<file path="config.mk">
export PLATFORM = sky130hd
export DESIGN_NAME = debouncer
export DESIGN_NICKNAME = d
export VERILOG_FILES = /design/src/rtl/debouncer.sv
export SDC_FILE = /design/constraint.sdc
export NUM_CORES = 1
export LEC_CHECK = 0
export ABC_AREA = 1
export CAP_MARGIN = 5
export CORE_ASPECT_RATIO = 0.75
export CORE_MARGIN = 5
export CORE_UTILIZATION = 30
export DETAILED_ROUTE_END_ITERATION = 8
export GPL_TIMING_DRIVEN = 1
export PLACE_DENSITY = 0.58
export SLEW_MARGIN = 30
export SYNTH_ARGS = -nofsm -noshare
export SYNTH_HDL_FRONTEND = slang
export SYNTH_SLANG_ARGS = --single-unit
export TNS_END_PERCENT = 20
</file>
<file path="constraint.sdc">
create_clock -name clk -period 2.7 [get_ports clk]
set_clock_uncertainty 0.15 [all_clocks]
set_input_delay 0.27 -clock clk [delete_from_list [all_inputs] [get_ports clk]]
set_output_delay 0.27 -clock clk [all_outputs]
set_load 0.02 [all_outputs]
</file>
<file path="src/rtl/debouncer.sv">
// ----------------------------------------------------------------------------
// debouncer
//   Multi-channel level debouncer. Each channel accepts a new level only after
//   DEBOUNCE_CYCLES consecutive samples disagree with the current level, then
//   emits a one-cycle rise or fall pulse. `changed` flags any pulse.
//
// Ports
//   clk      in   1      sole clock, all state updates on posedge
//   rst      in   1      synchronous active-high reset
//   sync_in  in   WIDTH  pre-synchronized channel inputs
//   level    out  WIDTH  debounced level per channel (registered)
//   rise     out  WIDTH  one-cycle pulse on accepted 0->1 (registered)
//   fall     out  WIDTH  one-cycle pulse on accepted 1->0 (registered)
//   changed  out  1      high exactly when any rise/fall bit is high
// ----------------------------------------------------------------------------

// Single-channel debounce FSM. pulse_d_o exposes the next-cycle pulse so the
// top can register `changed` in step with rise/fall.
module debouncer_lane #(
    parameter int DEBOUNCE_CYCLES = 16
) (
    input  logic clk,
    input  logic rst,
    input  logic sync_i,
    output logic level_o,
    output logic rise_o,
    output logic fall_o,
    output logic pulse_d_o
);
    localparam int CW = $clog2(DEBOUNCE_CYCLES + 1);

    typedef enum logic {STABLE = 1'b0, PENDING = 1'b1} state_t;

    state_t          state_q, state_d;
    logic [CW-1:0]   cnt_q, cnt_d;
    logic            level_q, level_d;
    logic            rise_q, rise_d;
    logic            fall_q, fall_d;
    logic            mismatch;
    logic            accept;

    always_comb begin
        state_d  = state_q;
        cnt_d    = cnt_q;
        level_d  = level_q;
        rise_d   = 1'b0;
        fall_d   = 1'b0;
        accept   = 1'b0;
        mismatch = sync_i ^ level_q;

        case (state_q)
            STABLE: begin
                if (mismatch) begin
                    // A single-cycle debounce is a plain follower.
                    if (DEBOUNCE_CYCLES == 1) begin
                        accept = 1'b1;
                    end else begin
                        state_d = PENDING;
                        cnt_d   = CW'(1);
                    end
                end
            end
            PENDING: begin
                if (!mismatch) begin
                    // Glitch: drop the partial count silently.
                    state_d = STABLE;
                    cnt_d   = '0;
                end else if (cnt_q == CW'(DEBOUNCE_CYCLES - 1)) begin
                    // This sample is the DEBOUNCE_CYCLES-th mismatch.
                    accept = 1'b1;
                end else begin
                    cnt_d = cnt_q + CW'(1);
                end
            end
            default: begin
                state_d = STABLE;
                cnt_d   = '0;
            end
        endcase

        if (accept) begin
            level_d = sync_i;
            rise_d  = sync_i;
            fall_d  = ~sync_i;
            state_d = STABLE;
            cnt_d   = '0;
        end
    end

    always_ff @(posedge clk) begin
        if (rst) begin
            state_q <= STABLE;
            cnt_q   <= '0;
            level_q <= 1'b0;
            rise_q  <= 1'b0;
            fall_q  <= 1'b0;
        end else begin
            state_q <= state_d;
            cnt_q   <= cnt_d;
            level_q <= level_d;
            rise_q  <= rise_d;
            fall_q  <= fall_d;
        end
    end

    assign level_o   = level_q;
    assign rise_o    = rise_q;
    assign fall_o    = fall_q;
    assign pulse_d_o = rise_d | fall_d;
endmodule

module debouncer #(
    parameter int WIDTH           = 8,
    parameter int DEBOUNCE_CYCLES = 16
) (
    input  logic             clk,
    input  logic             rst,
    input  logic [WIDTH-1:0] sync_in,
    output logic [WIDTH-1:0] level,
    output logic [WIDTH-1:0] rise,
    output logic [WIDTH-1:0] fall,
    output logic             changed
);
    logic [WIDTH-1:0] pulse_d;
    logic             changed_q;

    for (genvar i = 0; i < WIDTH; i++) begin : g_lane
        debouncer_lane #(
            .DEBOUNCE_CYCLES(DEBOUNCE_CYCLES)
        ) u_lane (
            .clk      (clk),
            .rst      (rst),
            .sync_i   (sync_in[i]),
            .level_o  (level[i]),
            .rise_o   (rise[i]),
            .fall_o   (fall[i]),
            .pulse_d_o(pulse_d[i])
        );
    end

    // Registered from the lanes' next-state pulses so it lines up with rise/fall.
    always_ff @(posedge clk) begin
        if (rst) changed_q <= 1'b0;
        else     changed_q <= |pulse_d;
    end

    assign changed = changed_q;
endmodule

</file>
==> run_results.csv <==
group,metric,value,unit
drt,drt_pass1_iterations,4,
setup_path,critPathMaxFanout,6,
drt,first_iter_violations,155,
yosys,synth_fa_ha_area_share,5.72,%
sta,rsz0062_at_grt,"false",
sta,setup_viol,0,
yosys,synth-warning-count,0,
global_routing,track_usage,10.9,%
sta,drv_slew,0,
global_routing,grt_pass1_wl,12500,µm
job,cap_violations,0,
clock_network,ctsHoldBuffers,0,
setup_path,critPathKind,"register to register",
floorplanning,core-area,11500,µm²
power_and_ir_drop,power.density,581,nW/µm²
cells_and_area,syn2layout_area_growth,18.7,%
global_routing,grt_pass1_vias,2711,
yosys,synth_top_area_share,41.7,%
clock_network,cts_setup_buffers,0,
cells_and_area,fin_cells,631,
cells_and_area,n_antenna_cell,0,
floorplanning,initial_core_util,30.4,%
yosys,synth_compound_area_share,10.5,%
global_routing,antenna_found_initial,0,
setup_path,worstPathArrival,2.07,ns
clock_network,cts_root_buf,"clkbuf_16",
yosys,synth.mux.area_fraction,0,%
clock_network,insertion_delay,0.33,ns
sta,finalSetupTns,0,ns
sta,fin_crit_sh,74.0,%
floorplanning,die_w,135,µm
floorplanning,die_y,104,µm
clock_network,cts-buffers-inserted,9,
floorplanning,dieArea,14000,µm²
global_routing,grt-ovfl-total,0,
cells_and_area,fin_area,4160,µm²
placed_design,dpl_cell_area,3860,µm²
sta,worst_pin_slew,0.444,ns
global_routing,grt_max_degree,17,
drt,via_per_inst,4.53,
drt,drc,0,
yosys,synth-seq-area-share,41.7,%
drt,ant_nets,0,
yosys,netlist_area,3500,µm²
yosys,post-synth-top-area-cell,"dfxtp_1",
sta,holdWs,0.308,ns
yosys,synth_edf_count,0,
clock_network,clockBufferDepth,2,
clock_network,h-tree-depth,3,
cells_and_area,layout.nets,491,
yosys,async_flop_share,0,%
setup_path,crit_path_end_kind,"register",
yosys,synth_common_cells,"109 x nand2_1, 73 x dfxtp_1, 46 x inv_1",
floorplanning,ios,35,
drt,num_vias,2856,
yosys,syn_nets,472,
drt,wl_per_cell,11.0,µm
placed_design,portBuffers,34,
sta,period_minus_slack,2.00,ns
run_status,outcome,"finished clean",
clock_network,cts_tree,"yes",
yosys,syn_avg_cell_area,7.85,µm²
min_path,hp-class,"register to register",
power_and_ir_drop,irDropWorstVdd,0.295,mV
yosys,synthCells,446,
yosys,yosys.area_share.simple,26.6,%
yosys,ys_types,25,
yosys,ys_seq_elements,73,
power_and_ir_drop,p_leak,0.00175,µW
yosys,synth_area_leaders,"dfxtp_1 42%, nand2_1 12%, a21oi_1 5.9%, ha_1 5.7%, buf_4 5.1%",
placed_design,post-dp-hpwl,5100,µm
sta,slew_headroom,70.3,%
setup_path,startpoint_type,"register",
placed_design,placed_cells,616,
sta,finalHoldViolCount,0,
yosys,synth_top_family_by_area,"simple AND/OR/NAND/NOR gates",
yosys,yosysMostFrequentCell,"nand2_1",
clock_network,cts_resized,0,
yosys,synth_ff_type,"dfxtp_1",
clock_network,clk_pin_slew,0.05,ns
drt,drt_wl_total,6930,µm
cells_and_area,drive_gt1_share,8.96,%
placed_design,gp_congestion,0.757,
floorplanning,rows,34,
setup_path,cp_data_required_time,2.78,ns
sta,max_freq,501,MHz
yosys,synth-xor-area-share,4.61,%
clock_network,clock_sinks,73,
[flip-flops by register name, summed over array words and instances (netlist names)]
name                   count
g_lane.u_lane.state_q      8
changed                    1
g_lane.u_lane.rise_o       8
g_lane.u_lane.level_o      8
g_lane.u_lane.fall_o       8
g_lane.u_lane.cnt_q       40
[cells in the final DEF (no fill, tap or decap)]
cell             netlist  final
o21bai_1               2      2
xor2_1                11     11
nand3_1               24     24
clkbuf_8               0      2
nand2_1              109    109
nor3_1                 8      8
nand4_2                3      3
dfxtp_1               73     73
nor2_4                 3      3
clkbuf_1               2      1
a21oi_1               41     41
bufinv_16              0      1
clkbuf_16              0      9
clkinv_2               0      2
o21ai_0                8      8
and3_1                 1      1
nor2_1                20     20
o21ai_2                8      8
clkdlybuf4s50_1        0     34
o22ai_1                6      6
inv_1                 46     46
nand4_1               23     23
buf_4                 24      1
xor2_2                 4      4
and2_1                 4      4
inv_2                  4      4
ha_1                  16     16
nor3_2                 2      2
nand2_2                3      3
[path summary, 6_finish.rpt]
kind	cells after the start	end	slack, ns	start
max reg2reg	8	changed	0.70	g_lane[4].u_lane.cnt_q[0]
min	2	g_lane[0].u_lane.cnt_q[4]	0.31	g_lane[0].u_lane.cnt_q[4]
min reg2reg	2	g_lane[0].u_lane.cnt_q[4]	0.31	g_lane[0].u_lane.cnt_q[4]
max	8	changed	0.70	g_lane[4].u_lane.cnt_q[0]
[per-stage QoR]
stage               util [%]  total power [µW]  setup WS (ns)
detailed placement      33.5              1260          0.712
CTS                     36.0              2460          0.698
finish                  36.0              2420          0.703
global placement        33.5              1250          0.721
global route            36.0              2530          0.476
floorplan                  -              1210           1.06
[final cells by class]
type / count / area [µm²]
multi-input combinational: 296 / 1660
clock inverter: 3 / 40.0
timing repair buffer: 35 / 348
tap: 162 / 203
inverter: 50 / 188
clock buffer: 12 / 256
fill: 1171 / 7370
sequential: 73 / 1460
[worst max-delay path, cell delays in order (launching register included)]
cell and delay [ns]:
dfxtp_1 0.41, ha_1 0.21, nand2_1 0.06, nor2_1 0.15
ha_1 0.23, nand4_1 0.26, nand2_1 0.18, nor2_1 0.05
a21oi_1 0.20
[kinds of logic (layout without fill, tap and decap cells)]
kind of cell | after synthesis | in the layout
DFF | 73 | 73
xor gates and xnor gates | 15 | 15
AOI/OAI and AO/OA | 65 | 65
adders and majority gates | 16 | 16
and+or+nand+nor | 200 | 200
buffers and inverters | 77 | 100
[per-layer routing]
| layer | vias up | wire length (µm) | GRT usage (%) |
|---|---|---|---|
| met5 | - | 0 | 0 |
| met4 | 0 | 121 | 4.07 |
| met3 | 10 | 288 | 4.17 |
| met2 | 36 | 3120 | 16.8 |
| met1 | 1307 | 3390 | 13.9 |
| li1 | 1503 | - | - |
[power by group]
part | internal, µW | switching (µW) | leakage, µW | total (µW)
Combinational | 42.2 | 74.7 | 0.00101 | 117
Clock | 757 | 423 | 0.000148 | 1180
Sequential | 1090 | 22.8 | 0.000592 | 1120
No activity file was read; power rests on OpenSTA's default activity.
